===== src/rtl/rv32_pkg.sv =====
// rv32_pkg: shared constants and types for the RV32M divide unit.
// Provides funct3 codes, divider FSM states, iteration count and special-case values.
package rv32_pkg;

    localparam logic [2:0] F3_DIV  = 3'b100;
    localparam logic [2:0] F3_DIVU = 3'b101;
    localparam logic [2:0] F3_REM  = 3'b110;
    localparam logic [2:0] F3_REMU = 3'b111;

    localparam int DIV_ITERS = 32;

    localparam logic [31:0] DIV_BY_ZERO_Q = 32'hFFFF_FFFF;
    localparam logic [31:0] INT_MIN       = 32'h8000_0000;

    typedef enum logic [1:0] {
        S_IDLE,
        S_CALC,
        S_FIX,
        S_DONE
    } div_state_t;

    function automatic logic [31:0] mag(
        input logic [31:0] v,
        input logic        neg
    );
        return neg ? (32'd0 - v) : v;
    endfunction

endpackage


===== src/rtl/div_unit_if.sv =====
// div_unit_if: execute-stage <-> divider bundle.
// master: start_e, funct3_e, src_a_e, src_b_e, flush_e -> ; <- busy, done, result.
interface div_unit_if #(
    parameter int XLEN = 32
);
    logic            start_e;
    logic [2:0]      funct3_e;
    logic [XLEN-1:0] src_a_e;
    logic [XLEN-1:0] src_b_e;
    logic            flush_e;
    logic            busy;
    logic            done;
    logic [XLEN-1:0] result;

    modport master (
        output start_e, funct3_e, src_a_e, src_b_e, flush_e,
        input  busy, done, result
    );

    modport slave (
        input  start_e, funct3_e, src_a_e, src_b_e, flush_e,
        output busy, done, result
    );
endinterface


===== src/rtl/div_unit_step.sv =====
// div_step: one restoring radix-2 step (33-bit trial subtract, shift).
// Ports: i_rem, i_msb, i_div in; o_rem (next partial remainder), o_q (quotient bit) out.
module div_step (
    input  logic [31:0] i_rem,
    input  logic        i_msb,
    input  logic [31:0] i_div,
    output logic [31:0] o_rem,
    output logic        o_q
);
    logic [32:0] w_shift;
    logic [32:0] w_diff;

    // i_rem < i_div, so the true difference fits 33-bit two's complement.
    assign w_shift = {i_rem, i_msb};
    assign w_diff  = w_shift - {1'b0, i_div};
    assign o_q     = ~w_diff[32];
    assign o_rem   = w_diff[32] ? w_shift[31:0] : w_diff[31:0];
endmodule


===== src/rtl/div_unit.sv =====
// div_unit: iterative RV32M DIV/DIVU/REM/REMU divider, 34-cycle latency.
// Ports: clk, rst_n, bus (div_unit_if.slave). Macro DIV_EARLY_OUT_EN: trivial-case skip.
module div_unit
    import rv32_pkg::*;
#(
    parameter int XLEN = 32
) (
    input  logic        clk,
    input  logic        rst_n,
    div_unit_if.slave   bus
);
    div_state_t      r_state;
    div_state_t      w_next;
    logic [4:0]      r_cnt;
    logic [XLEN-1:0] r_a;
    logic [XLEN-1:0] r_b;
    logic [XLEN-1:0] r_rem;
    logic [XLEN-1:0] r_raw_a;
    logic [XLEN-1:0] r_result;
    logic            r_is_rem;
    logic            r_neg_q;
    logic            r_neg_r;
    logic            r_by0;
    logic            r_ovf;

    logic            w_sgn;
    logic            w_a_neg;
    logic            w_b_neg;
    logic [XLEN-1:0] w_abs_a;
    logic [XLEN-1:0] w_abs_b;
    logic            w_by0;
    logic            w_ovf;
    logic            w_accept;
    logic [XLEN-1:0] w_step_rem;
    logic            w_step_q;
    logic [XLEN-1:0] w_fix_q;
    logic [XLEN-1:0] w_fix_r;
    logic            w_busy;
    logic            w_done;

    assign w_sgn    = ~bus.funct3_e[0];
    assign w_a_neg  = w_sgn & bus.src_a_e[XLEN-1];
    assign w_b_neg  = w_sgn & bus.src_b_e[XLEN-1];
    assign w_abs_a  = mag(bus.src_a_e, w_a_neg);
    assign w_abs_b  = mag(bus.src_b_e, w_b_neg);
    assign w_by0    = (bus.src_b_e == '0);
    assign w_ovf    = w_sgn & (bus.src_a_e == INT_MIN)
                    & (bus.src_b_e == '1);
    assign w_accept = (r_state == S_IDLE) & bus.start_e
                    & ~bus.flush_e;

`ifdef DIV_EARLY_OUT_EN
    logic w_small;
    logic w_skip;
    logic r_small;
    assign w_small = (w_abs_a < w_abs_b);
    assign w_skip  = w_by0 | w_ovf | w_small;
`endif

    div_step u_step (
        .i_rem (r_rem),
        .i_msb (r_a[XLEN-1]),
        .i_div (r_b),
        .o_rem (w_step_rem),
        .o_q   (w_step_q)
    );

    // Sign fix-up and special-case overrides, evaluated in FIX.
    always_comb begin
        w_fix_q = r_neg_q ? (XLEN'(0) - r_a) : r_a;
        w_fix_r = r_neg_r ? (XLEN'(0) - r_rem) : r_rem;
        unique case (1'b1)
            r_by0: begin
                w_fix_q = DIV_BY_ZERO_Q;
                w_fix_r = r_raw_a;
            end
            r_ovf: begin
                w_fix_q = INT_MIN;
                w_fix_r = '0;
            end
`ifdef DIV_EARLY_OUT_EN
            r_small: begin
                w_fix_q = '0;
                w_fix_r = r_raw_a;
            end
`endif
            default: ;
        endcase
    end

    always_comb begin
        w_next = r_state;
        w_busy = 1'b0;
        w_done = 1'b0;
        unique case (r_state)
            S_IDLE: begin
                if (w_accept) begin
                    w_busy = 1'b1;
`ifdef DIV_EARLY_OUT_EN
                    w_next = w_skip ? S_FIX : S_CALC;
`else
                    w_next = S_CALC;
`endif
                end
            end
            S_CALC: begin
                w_busy = 1'b1;
                if (r_cnt == 5'd0) w_next = S_FIX;
            end
            S_FIX: begin
                w_busy = 1'b1;
                w_next = S_DONE;
            end
            S_DONE: begin
                w_done = ~bus.flush_e;
                w_next = S_IDLE;
            end
            default: w_next = S_IDLE;
        endcase
        if (bus.flush_e) w_next = S_IDLE;
    end

    always_ff @(posedge clk or negedge rst_n) begin
        if (!rst_n) r_state <= S_IDLE;
        else        r_state <= w_next;
    end

    always_ff @(posedge clk or negedge rst_n) begin
        if (!rst_n) begin
            r_cnt    <= '0;
            r_a      <= '0;
            r_b      <= '0;
            r_rem    <= '0;
            r_raw_a  <= '0;
            r_result <= '0;
            r_is_rem <= 1'b0;
            r_neg_q  <= 1'b0;
            r_neg_r  <= 1'b0;
            r_by0    <= 1'b0;
            r_ovf    <= 1'b0;
`ifdef DIV_EARLY_OUT_EN
            r_small  <= 1'b0;
`endif
        end else begin
            if (w_accept) begin
                r_cnt    <= 5'(DIV_ITERS - 1);
                r_a      <= w_abs_a;
                r_b      <= w_abs_b;
                r_rem    <= '0;
                r_raw_a  <= bus.src_a_e;
                r_is_rem <= bus.funct3_e[1];
                r_neg_q  <= w_a_neg ^ w_b_neg;
                r_neg_r  <= w_a_neg;
                r_by0    <= w_by0;
                r_ovf    <= w_ovf;
`ifdef DIV_EARLY_OUT_EN
                r_small  <= w_small;
`endif
            end else if (r_state == S_CALC && !bus.flush_e) begin
                // Dividend shifts out the top while quotient bits fill the bottom.
                r_rem <= w_step_rem;
                r_a   <= {r_a[XLEN-2:0], w_step_q};
                r_cnt <= r_cnt - 5'd1;
            end
            if (r_state == S_FIX && !bus.flush_e)
                r_result <= r_is_rem ? w_fix_r : w_fix_q;
        end
    end

    assign bus.busy   = w_busy;
    assign bus.done   = w_done;
    assign bus.result = r_result;
endmodule


===== src/flat_wrapper.sv =====
// flat-port wrapper written by rule: the top's interface ports become plain ports
module div_unit_flat import rv32_pkg::*;
#(
    parameter int XLEN = 32
)
  (clk, rst_n, bus_start_e, bus_funct3_e, bus_src_a_e, bus_src_b_e, bus_flush_e, bus_busy, bus_done, bus_result);
  div_unit_if #(.XLEN(XLEN)) bus_i ();
  input  logic clk;
  input  logic rst_n;
  input wire logic [$bits(bus_i.start_e)-1:0] bus_start_e;
  input wire logic [$bits(bus_i.funct3_e)-1:0] bus_funct3_e;
  input wire logic [$bits(bus_i.src_a_e)-1:0] bus_src_a_e;
  input wire logic [$bits(bus_i.src_b_e)-1:0] bus_src_b_e;
  input wire logic [$bits(bus_i.flush_e)-1:0] bus_flush_e;
  output wire logic [$bits(bus_i.busy)-1:0] bus_busy;
  output wire logic [$bits(bus_i.done)-1:0] bus_done;
  output wire logic [$bits(bus_i.result)-1:0] bus_result;
  assign bus_i.start_e = bus_start_e;
  assign bus_i.funct3_e = bus_funct3_e;
  assign bus_i.src_a_e = bus_src_a_e;
  assign bus_i.src_b_e = bus_src_b_e;
  assign bus_i.flush_e = bus_flush_e;
  assign bus_busy = bus_i.busy;
  assign bus_done = bus_i.done;
  assign bus_result = bus_i.result;
  div_unit #(.XLEN(XLEN)) u_core (.clk(clk), .rst_n(rst_n), .bus(bus_i));
endmodule

===== config.mk =====
export PLATFORM = sky130hd
export DESIGN_NAME = div_unit_flat
export DESIGN_NICKNAME = d
export VERILOG_FILES = /design/src/rtl/rv32_pkg.sv /design/src/rtl/div_unit_if.sv /design/src/rtl/div_unit_step.sv /design/src/rtl/div_unit.sv /design/src/flat_wrapper.sv
export SDC_FILE = /design/constraint.sdc
export NUM_CORES = 1
export LEC_CHECK = 0
export CAP_MARGIN = 20
export CORE_ASPECT_RATIO = 0.7
export CORE_MARGIN = 3
export CORE_UTILIZATION = 30
export CTS_CLUSTER_DIAMETER = 100
export DETAILED_ROUTE_END_ITERATION = 10
export SLEW_MARGIN = 15
export SYNTH_ARGS = -nofsm -noshare
export SYNTH_HDL_FRONTEND = slang
export SYNTH_SLANG_ARGS = --single-unit

===== constraint.sdc =====
create_clock -name clk -period 3.6 [get_ports clk]
set_clock_uncertainty 0.05 [all_clocks]
set_input_delay 0.72 -clock clk [delete_from_list [all_inputs] [get_ports clk]]
set_output_delay 0.72 -clock clk [all_outputs]
set_load 0.02 [all_outputs]

==> metrics.txt <==
global-route wire length before repair=about 66 mm; leakage power total=6.32 nW; Avg Vias per Cell=5.43; kind of end point of the critical path=flop; netlist area before placement=12300 um2; post-CTS setup repair buffer count=0; actual slew at the worst max-slew pin=0.886 ns; total congestion overflow=0; area occupied by registers=between 4000 and 5000 um2; Post-Synth Simple-Gate Area=21.6%; clock slew at the register clock pins of the worst setup and hold paths=0.07 ns; Worst Path Class, Setup=reg2reg; status=finished clean; Max-cap violations=0; Overall Power=0.0151 W; hold-fix buffers at CTS=0; die height=176 um; number of nets in the synthesized netlist=between 1500 and 2000; Seq/Total Area, Yosys=34.9%; required time reported for the critical path endpoint=3.91 ns; final-report hold violation count=0; portion of netlist area occupied by mux cells=2.80%; part of the cycle the worst path needs=95.4%; signal arrival time at the worst endpoint=3.74 ns; max-slew violation total from the final report=0; Site Rows=61; DRC errors left=0; Cell Pwr Density=~1000 nW/um2; dominant cells by area after synthesis=dfrtp_1 35%, nand2_1 8.9%, o21ai_0 6.0%; DRT Wirelength=42.6 mm; Final HPWL DP=32.5 mm; share of the synthesized area in the top cell type=34.9%; remaining max-slew budget at the tightest pin=40.9%; Starting Density=30.7%; highest fanout seen on the critical path=3; count of vias placed by the detailed router=11983; final worst hold slack=0.150 ns; area added between synthesis and finish=20.6%; Cells after Synth=~1600; number of DRC markers after the initial detailed-route iteration=about 1200; number of H-tree branching levels=4; startpoint type of the worst setup path=flop; RSZ-0062 raised after global routing=no; largest family of logic cells by synthesized area=simple AND/OR/NAND/NOR gates; pin count of the biggest net entering global routing=126; number of global-route vias before repair=11258; Achievable Freq=0.291 GHz; # port buffers=103; Compound-Gate Fraction of Synth Area=21.1%; adder and majority gate portion of the synthesized area=under 10%; TritonCTS clock tree=yes; post-detailed-route count of antenna-violating nets=0; placeable core area=40100 um2; Cells after DPL=2174; final-report setup violation count=0; commonest cells in the synthesized netlist=292 x nand2_1, 172 x dfrtp_1, 148 x o21ai_0; ys async rst share=100%; count of non-filler cells in the finished layout=about 2200; total number of yosys warnings=0; number of flip-flops and latches in the synthesized netlist=172; Die Width=~250 um; Fillers=4211; number of buffers added by the clock tree synthesis step=17; GP Congestion=0.922; Distinct cells, synth=67; Setup Total Neg Slack=0 ns; Post-synth EDFFs=0; Global Route Usage Sum=19.6%; die footprint=between 40000 and 50000 um2; Worst IR Drop VDD=roughly 0.60 mV; root buffer cell=clkbuf_16; largest area contributor in the synthesized netlist=dfrtp_1; most common flop cell mapped by yosys=dfrtp_1; total number of nets in the final design=1774; worst-case clock buffer depth=2; clock insertion delay at the later pin of the skew report=roughly 0.46 ns; clock period minus final worst setup slack=3.43 ns; antenna diode instance count=0; mean routed wirelength per cell=between 15 and 20 um; share of final-layout standard cells stronger than drive strength 1=7.72%; min-delay worst type=in2async; number of top-level pins=105; number of sinks on the clock net=172; antenna violations before repair=0; detailed-routing iteration count for the pre-antenna-repair pass=5; R2R cell count=12; post-synthesis xor/xnor area fraction=a little over a tenth; Multi-input gate area=7500 um2; core occupancy in the finished layout=between 30% and 40%; most repeated cell in the gate-level netlist after synthesis=nand2_1; post-synthesis area per instance=7.93 um2
-- per-stage QoR --
stage / instance area [um2] / setup slack, ns
CTS: 14900 / 0.135
detailed placement: 14300 / -0.0806
finish: 14900 / 0.167
floorplan: 12300 / 0.486
global route: 14900 / 0.0216
global placement: 14300 / -0.0742
-- cell families after synthesis --
group | after synthesis
adders and majority gates | 45
DFF | 172
buffers and inverters | 146
and+or+nand+nor | 580
muxes | 34
AOI/OAI and AO/OA | 430
xor gates and xnor gates | 147
-- worst max-delay path: stages (launching register included) --
cell and delay (ns):
dfrtp_1 0.41, ha_1 0.23, fa_1 0.42, nand2b_1 0.19
a21o_1 0.18, and3_1 0.18, buf_4 0.15, o211a_1 0.24
o31ai_1 0.63, nor3b_1 0.26, o31a_1 0.14, mux2i_1 0.06
a21oi_1 0.20
-- metal layers --
| metal | vias to the layer above | track usage, % | wire, um |
|---|---|---|---|
| met3 | 51 | 5.19 | 3960 |
| li1 | 5661 | - | - |
| met1 | 5816 | 30.6 | 21100 |
| met5 | - | 0 | 0 |
| met4 | 0 | 4.95 | 749 |
| met2 | 455 | 26.1 | 16800 |
-- state kept, by name, indices dropped and copies added, names as in the netlist, 2 cells and up --
register / flops
u_core.bus.result: 32
u_core.r_a: 32
u_core.r_b: 32
u_core.r_raw_a: 32
u_core.r_rem: 32
u_core.r_cnt: 5
u_core.r_state: 2
-- layout by cell type (no fill, tap or decap), types with 7 or more instances in the layout --
cell and n:
or3_1 15, a21o_1 18, nand2_1 291, xnor2_1 71, xor2_1 76, o41ai_1 11
nor2_1 116, nand3_1 21, buf_4 66, mux2i_1 30, clkdlybuf4s50_1 102, nand2b_1 26
nand4_1 15, o211ai_1 17, nor3_1 27, nor2b_1 9, ha_1 44, o31a_1 9
clkbuf_16 17, o31ai_1 30, inv_1 57, or4_1 8, a21oi_1 100, nor4_1 7
dfrtp_1 172, a31oi_1 49, o21ai_0 148, o22ai_1 12
-- report_power, final --
| part | total (W) | switching [W] | internal, W |
|---|---|---|---|
| registers | 0.00394 | 0.00110 | 0.00284 |
| logic | 0.00933 | 0.00539 | 0.00394 |
| clock network | 0.00187 | 0.000839 | 0.00103 |
-- timing repair --
| action | in CTS | in global routing |
|---|---|---|
| endpoints found under the setup margin | 0 | 28 |
| endpoints found under the hold margin | 0 | 0 |
| gates resized for setup | 0 | 2 |
-- worst paths after layout --
path                                              end  slack, ns                   from
worst max-delay path                 u_core.r_rem[26]       0.17          u_core.r_b[0]
worst min-delay path             u_core.bus.result[7]       0.15                  rst_n
worst max register to register       u_core.r_rem[26]       0.17          u_core.r_b[0]
worst min register to register  u_core.bus.result[23]       0.42  u_core.bus.result[23]
max in group asynchronous              u_core.r_a[27]       2.50                  rst_n
min in group clk                u_core.bus.result[23]       0.42  u_core.bus.result[23]
-- layout make-up --
type | instances | share of cell area, %
Tap cell | 535 | 4.50
Clock inverter | 8 | 0.564
Inverter | 58 | 1.46
Sequential cell | 172 | 28.9
Multi-Input combinational cell | 1236 | 50.4
Clock buffer | 23 | 3.28
Timing Repair Buffer | 173 | 10.8
Power figures use the tool's default switching activity.
